**config.mk**
```make
export PLATFORM = sky130hd
export DESIGN_NAME = cam_frame_writer
export DESIGN_NICKNAME = d
export VERILOG_FILES = /design/src/rtl/cam_frame_writer.sv
export SDC_FILE = /design/constraint.sdc
export NUM_CORES = 1
export LEC_CHECK = 0
export ABC_AREA = 1
export CAP_MARGIN = 25
export CORE_MARGIN = 2
export CORE_UTILIZATION = 50
export CTS_BUF_LIST = sky130_fd_sc_hd__clkbuf_4 sky130_fd_sc_hd__clkbuf_8 sky130_fd_sc_hd__clkbuf_16
export CTS_CLUSTER_SIZE = 8
export DETAILED_ROUTE_END_ITERATION = 16
export GPL_TIMING_DRIVEN = 0
export PLACE_DENSITY = 0.74
export SKIP_LAST_GASP = 1
export SLEW_MARGIN = 20
export SYNTH_ARGS = -nofsm -noshare
export SYNTH_HDL_FRONTEND = slang
export SYNTH_SLANG_ARGS = --single-unit
```
**constraint.sdc**
```tcl
create_clock -name pclk -period 1.9 [get_ports pclk]
set_input_delay 0.38 -clock pclk [delete_from_list [all_inputs] [get_ports pclk]]
set_output_delay 0.38 -clock pclk [all_outputs]
set_load 0.01 [all_outputs]
```
**src/rtl/cam_frame_writer.sv**
```systemverilog
// -----------------------------------------------------------------------------
// cam_frame_writer
//
// Pairs raw OV7670 bytes into RGB565 pixels, reduces each pixel to RGB444 and
// issues a single-cycle write into the frame-buffer BRAM at a linear address
// (y*H_RES + x). The address is kept incrementally as line_base + x_cnt, so
// no multiplier is needed. The writer only locks to frame boundaries once
// sensor configuration has completed. A malformed frame is flagged with
// frame_err alongside the frame_done pulse.
//
// Parameters
//   H_RES        active pixels per line
//   V_RES        active lines per frame
//   ADDR_W       frame-buffer address width (2^ADDR_W >= H_RES*V_RES)
//
// Ports
//   pclk         camera pixel clock; all logic on its rising edge
//   reset_n      asynchronous active-low reset
//   config_done  high once the sensor register load has finished
//   vsync        high = vertical blanking; fall = frame start, rise = frame end
//   href         high while line bytes are valid
//   cam_data     camera byte, sampled while href = 1
//   fb_we        frame-buffer write strobe, one cycle per pixel
//   fb_addr      linear pixel address
//   fb_data      pixel {R[3:0], G[3:0], B[3:0]}
//   frame_done   one-cycle pulse at the end of a captured frame
//   frame_err    qualifies frame_done: the frame just ended was malformed
//   frame_active high while capturing a frame
// -----------------------------------------------------------------------------
module cam_frame_writer #(
    parameter int H_RES  = 640,
    parameter int V_RES  = 480,
    parameter int ADDR_W = 19
) (
    input  logic              pclk,
    input  logic              reset_n,
    input  logic              config_done,
    input  logic              vsync,
    input  logic              href,
    input  logic [7:0]        cam_data,
    output logic              fb_we,
    output logic [ADDR_W-1:0] fb_addr,
    output logic [11:0]       fb_data,
    output logic              frame_done,
    output logic              frame_err,
    output logic              frame_active
);

    localparam int XW = $clog2(H_RES + 1);
    localparam int YW = $clog2(V_RES + 1);

    localparam logic [XW-1:0]     H_MAX  = XW'(H_RES);
    localparam logic [YW-1:0]     V_MAX  = YW'(V_RES);
    localparam logic [ADDR_W-1:0] H_STEP = ADDR_W'(H_RES);

    localparam logic [1:0] S_WAIT_CFG = 2'd0;
    localparam logic [1:0] S_SYNC     = 2'd1;
    localparam logic [1:0] S_FRAME    = 2'd2;

    // RGB565 -> RGB444 by truncation of each component's low bits.
    function automatic logic [11:0] rgb565_to_444(input logic [15:0] px);
        return {px[15:12], px[10:7], px[4:1]};
    endfunction

    // Line counter saturates at V_RES so late lines cannot wrap it.
    function automatic logic [YW-1:0] sat_inc_y(input logic [YW-1:0] y);
        return (y == V_MAX) ? y : y + 1'b1;
    endfunction

    logic [1:0]        state, state_n;
    logic              vsync_d, href_d;
    logic [XW-1:0]     x_cnt, x_n;
    logic [YW-1:0]     y_cnt, y_n;
    logic [ADDR_W-1:0] line_base, base_n;
    logic              phase, phase_n;
    logic              err, err_n;
    logic              hi_load;
    logic [7:0]        hi_byte_p0;

    logic              we_n;
    logic [ADDR_W-1:0] addr_n;
    logic [11:0]       data_n;
    logic              done_n, ferr_n;

    logic              vs_fall, vs_rise, line_end;

    assign vs_fall  = vsync_d & ~vsync;
    assign vs_rise  = ~vsync_d & vsync;
    assign line_end = href_d & ~href;

    assign frame_active = (state == S_FRAME);

    always_comb begin
        state_n = state;
        x_n     = x_cnt;
        y_n     = y_cnt;
        base_n  = line_base;
        phase_n = phase;
        err_n   = err;
        hi_load = 1'b0;
        we_n    = 1'b0;
        addr_n  = fb_addr;
        data_n  = fb_data;
        done_n  = 1'b0;
        ferr_n  = 1'b0;

        if (!config_done) begin
            // Losing configuration abandons any frame in flight: no write,
            // no frame_done, half pixel discarded (phase clears on next entry).
            state_n = S_WAIT_CFG;
        end else begin
            case (state)
                S_WAIT_CFG: state_n = S_SYNC;

                S_SYNC: begin
                    if (vs_fall) begin
                        state_n = S_FRAME;
                        x_n     = '0;
                        y_n     = '0;
                        base_n  = '0;
                        phase_n = 1'b0;
                        err_n   = 1'b0;
                    end
                end

                S_FRAME: begin
                    if (href) begin
                        if (y_cnt == V_MAX) begin
                            // Line beyond the frame: dropped whole.
                            err_n = 1'b1;
                        end else if (!phase) begin
                            hi_load = 1'b1;
                            phase_n = 1'b1;
                        end else begin
                            phase_n = 1'b0;
                            if (x_cnt < H_MAX) begin
                                we_n   = 1'b1;
                                addr_n = line_base + ADDR_W'(x_cnt);
                                data_n = rgb565_to_444({hi_byte_p0, cam_data});
                                x_n    = x_cnt + 1'b1;
                            end else begin
                                err_n = 1'b1;
                            end
                        end
                    end else if (line_end) begin
                        if (x_cnt != H_MAX || phase) begin
                            err_n = 1'b1;
                        end
                        x_n     = '0;
                        phase_n = 1'b0;
                        // line_base only advances with y_cnt, keeping it equal
                        // to y_cnt*H_RES and clear of address overflow.
                        if (y_cnt != V_MAX) begin
                            base_n = line_base + H_STEP;
                        end
                        y_n = sat_inc_y(y_cnt);
                    end

                    // Evaluated on the post-line-end values so a line closing
                    // on the same edge as vsync rise is counted.
                    if (vs_rise) begin
                        done_n  = 1'b1;
                        ferr_n  = err_n | (y_n != V_MAX);
                        state_n = S_SYNC;
                    end
                end

                default: state_n = S_WAIT_CFG;
            endcase
        end
    end

    // Stage p0: high byte of the pixel pair (data only, no reset needed)
    always_ff @(posedge pclk) begin
        if (hi_load) begin
            hi_byte_p0 <= cam_data;
        end
    end

    // Stage p1: control state, counters and registered write/status outputs
    always_ff @(posedge pclk or negedge reset_n) begin
        if (!reset_n) begin
            state      <= S_WAIT_CFG;
            vsync_d    <= 1'b0;
            href_d     <= 1'b0;
            x_cnt      <= '0;
            y_cnt      <= '0;
            line_base  <= '0;
            phase      <= 1'b0;
            err        <= 1'b0;
            fb_we      <= 1'b0;
            fb_addr    <= '0;
            fb_data    <= '0;
            frame_done <= 1'b0;
            frame_err  <= 1'b0;
        end else begin
            state      <= state_n;
            vsync_d    <= vsync;
            href_d     <= href;
            x_cnt      <= x_n;
            y_cnt      <= y_n;
            line_base  <= base_n;
            phase      <= phase_n;
            err        <= err_n;
            fb_we      <= we_n;
            fb_addr    <= addr_n;
            fb_data    <= data_n;
            frame_done <= done_n;
            frame_err  <= ferr_n;
        end
    end

endmodule
```
==> run_results.csv <==
group,metric,value,unit
floorplan,die-area,0.008627,mm^2
placement,dp_hpwl,6.381,mm
route,wirelength,9.191,mm
worst_hold_path,hold_path.class,"input port to register",
sta,worstMarginPinSlew,495.7,ps
floorplan,start_util,0.5138,
route,vias,3479,
logic_synthesis,synth_top_cell_area_share,0.4498,
sta,finalCriticalPeriod,1784,ps
placement,portBuffers,47,
logic_synthesis,synth_cell_types,36,
clocking,root_buffer,"clkbuf_8",
sta,rsz0062_at_grt,"yes",
final_layout,antenna_cells,0,
setup_path,crit_required,2140,ps
sta,finalHoldViolations,0,
route,first_iter_violations,215,
sta,maxSlewViolCount,0,
clocking,cts_sinks,78,
global_route,grt_overflow,0,
clocking,numCtsBuffers,9,
logic_synthesis,syn-cell-area,0.003950,mm^2
setup_path,r2r_cells,10,
global_route,track_usage,0.2256,
setup_path,worstSetupPathType,"register to register",
global_route,antenna_found_initial,0,
final_layout,final_layout_size_suffix_gt1_frac,0.1370,
setup_path,worst_setup_path_start_kind,"register",
run_status,status,"finished, final reports clean",
setup_path,r2r-end,"line_base[13]$_DFFE_PN0P_",
placement,dp_slack,-334.5,ps
sta,fin_worst_skew,13.90,ps
worst_hold_path,holdPathEnd,"href_d$_DFF_PN0_",
logic_synthesis,synth_async_sr_flop_share,0.9103,
clocking,clkLatencyLatePin,370,ps
clocking,htreeDepth,3,
global_route,grt_start_max_net_pins,52,
floorplan,dieHeight,92.88,um
logic_synthesis,synthTopCellsByArea,"dfrtp_1 (45%), nand2_1 (14%), edfxtp_1 (5.3%), nand3_1 (5.1%), inv_1 (4.3%)",
floorplan,row_count,32,
clocking,cts.reportedPaths.clkPinSlew,90,ps
setup_path,ff2ff_setup_slack,120,ps
sta,setup_viol_count_final,0,
setup_path,worstSetupStartpoint,"y_cnt[0]$_DFFE_PN0P_",
setup_path,cp-end-kind,"register",
clocking,cts_tree,"yes",
logic_synthesis,synth_area_per_cell,8.229,um^2
sta,fin_tns_setup,0,ps
final_layout,areaGrowthSynthToFinish,27.08,%
flow_run,cap_violations,0,
power_and_ir_drop,powerDensity,1108,mW/mm^2
setup_path,crit_fanout,6,
logic_synthesis,ys_ff_latch,78,
power_and_ir_drop,vdd_drop_max,0.0005657,V
setup_path,cp.arrival,2020,ps
route,viasPerCell,5.239,
floorplan,core_area,0.007687,mm^2
logic_synthesis,synth_edf_count,7,
logic_synthesis,yosysSeqAreaShare,0.5030,
route,drc,0,
route,dr.pass1.iters,5,
global_route,grt_pass1_wl,15.32,mm
logic_synthesis,yosys_warnings,0,
worst_hold_path,min_from,"href",
floorplan,io_pins,48,
logic_synthesis,synthFlopType,"dfrtp_1",
placement,gp_congestion,0.9080,
logic_synthesis,yosysTopAreaCell,"dfrtp_1",
final_layout,multi_input_area,0.001785,mm^2
logic_synthesis,syn_inst,480,
worst_hold_path,worstHoldPathCells,1,
final_layout,seq_area,0.001987,mm^2
setup_path,reg2reg_from,"y_cnt[0]$_DFFE_PN0P_",
final_layout,fin_nets,582,
route,wl_per_cell,13.84,um
global_route,grt_pass1_vias,3257,
sta,maxSlewHeadroom,0.6695,
sta,fmax,560.5,MHz
sta,post-route-period-util,0.9390,
route,ant_nets,0,
power_and_ir_drop,leakagePower,2.413,nW
final_layout,final.fill_count,663,
clocking,clock_path_buffers,2,
floorplan,die_w,92.88,um
sta,postLayoutSetupSlackWorst,115.9,ps
logic_synthesis,syn_nets,505,
flip-flops by register name, indices dropped and copies added (netlist names), 2 cells and up:
signal / count
fb_data: 12
fb_addr: 19
x_cnt: 10
line_base: 12
state: 2
y_cnt: 9
hi_byte_p0: 7
per-layer routing:
metal  share of wire  up-vias  GRT usage  routed length [um]
met5               0        -          0                   0
met4           0.023        0     0.1029                 210
met3           0.049       21    0.03662                 446
met2            0.47      102     0.3599                4345
met1            0.46     1644     0.3034                4189
li1                -     1712          -                   -
critical path: stages (launching register included):
cell and delay (ps):
dfrtp_1 370, inv_2 50, ha_1 190, nand2_1 70
nor2_2 50, nand2_2 110, nand2_1 170, a21oi_4 270
nand2_1 100, o21ai_1 170, a21oi_1 100
cells in the final DEF, fill, tap and decap left out, types with 9 or more instances in the layout:
| cell | count |
|---|---|
| clkbuf_8 | 9 |
| buf_4 | 19 |
| xor2_1 | 12 |
| nor3_1 | 9 |
| a21oi_1 | 11 |
| clkdlybuf4s50_1 | 44 |
| nand3_1 | 40 |
| dfrtp_1 | 71 |
| inv_1 | 40 |
| ha_1 | 10 |
| inv_2 | 10 |
| nor2_1 | 34 |
| nand2_1 | 141 |
| o21ai_0 | 32 |
through the flow:
stage | std cells | hold slack, ps | instance area (um^2) | utilization | power [W]
5_1_grt | 664 | 319.4 | 5020 | 0.6530 | 0.005919
2_1_floorplan | 480 | 84.41 | 3953 | - | 0.003303
3_5_place_dp | 630 | 290.3 | 4576 | 0.5952 | 0.004116
6_report | 664 | 310.8 | 5020 | 0.6530 | 0.005560
3_3_place_gp | 629 | 429.6 | 4551 | 0.5920 | 0.004048
4_1_cts | 656 | 451.2 | 4880 | 0.6348 | 0.005453
cell type report:
| type | instances | area share |
|---|---|---|
| inverter | 51 | 0.03863 |
| timing repair buffer | 67 | 0.1314 |
| clock buffer | 9 | 0.02468 |
| multi-input combinational | 341 | 0.3557 |
| clock inverter | 7 | 0.01471 |
| buffer | 9 | 0.01371 |
| tap | 102 | 0.02542 |
| sequential | 78 | 0.3958 |
Yosys cell counts, types with 2 or more instances:
cell type	number
nand2_1	148
dfrtp_1	71
inv_1	45
nand3_1	40
nor2_1	36
o21ai_0	33
ha_1	12
xor2_1	12
a21oi_1	11
nor3_1	11
edfxtp_1	7
nand4_1	7
inv_2	6
o22ai_1	6
buf_2	4
a31oi_1	3
buf_6	3
nand2_2	3
o21ai_1	3
buf_4	2
xnor2_1	2
worst max path at each step:
| stage | to | slack [ps] | cells after the start |
|---|---|---|---|
| finish | line_base[13]$_DFFE_PN0P_ | 120 | 10 |
| global route | line_base[13]$_DFFE_PN0P_ | -30 | 10 |
| detailed placement | line_base[13]$_DFFE_PN0P_ | -330 | 9 |
| CTS | line_base[13]$_DFFE_PN0P_ | -10 | 9 |
| floorplan | hi_byte_p0[0]$_DFFE_PP_ | 60 | 6 |
| global placement | line_base[18]$_DFFE_PN0P_ | -1910 | 1 |
power by group:
group | switching (W) | leakage (nW) | total [W] | internal (W)
Combinational | 0.00104 | 1.29 | 0.00195 | 0.000913
Clock | 0.000658 | 0.0996 | 0.00127 | 0.000611
Sequential | 0.000290 | 1.03 | 0.00234 | 0.00205
Total | 0.00199 | 2.41 | 0.00556 | 0.00357
what timing repair did:
item                                    in CTS  in global routing
gates cloned                                 0                  1
pin swaps                                    6                  7
gates resized for setup                      8                 22
endpoints found under the hold margin       20                  0
hold buffers                                 1                  0
endpoints found under the setup margin      33                 56
buffers inserted                             9                  8
logic make-up (layout without fill, tap and decap cells):
kind of cell	after synthesis	in the layout	share of synthesized area
AOI/OAI and AO/OA	61	61	0.08679
muxes	1	1	0.002534
buffers and inverters	61	143	0.06683
and+or+nand+nor	253	253	0.2718
adders and majority gates	12	12	0.03801
xor gates and xnor gates	14	14	0.03104
DFF	78	78	0.5030
Note: power is estimated with default switching activity, not from simulation.
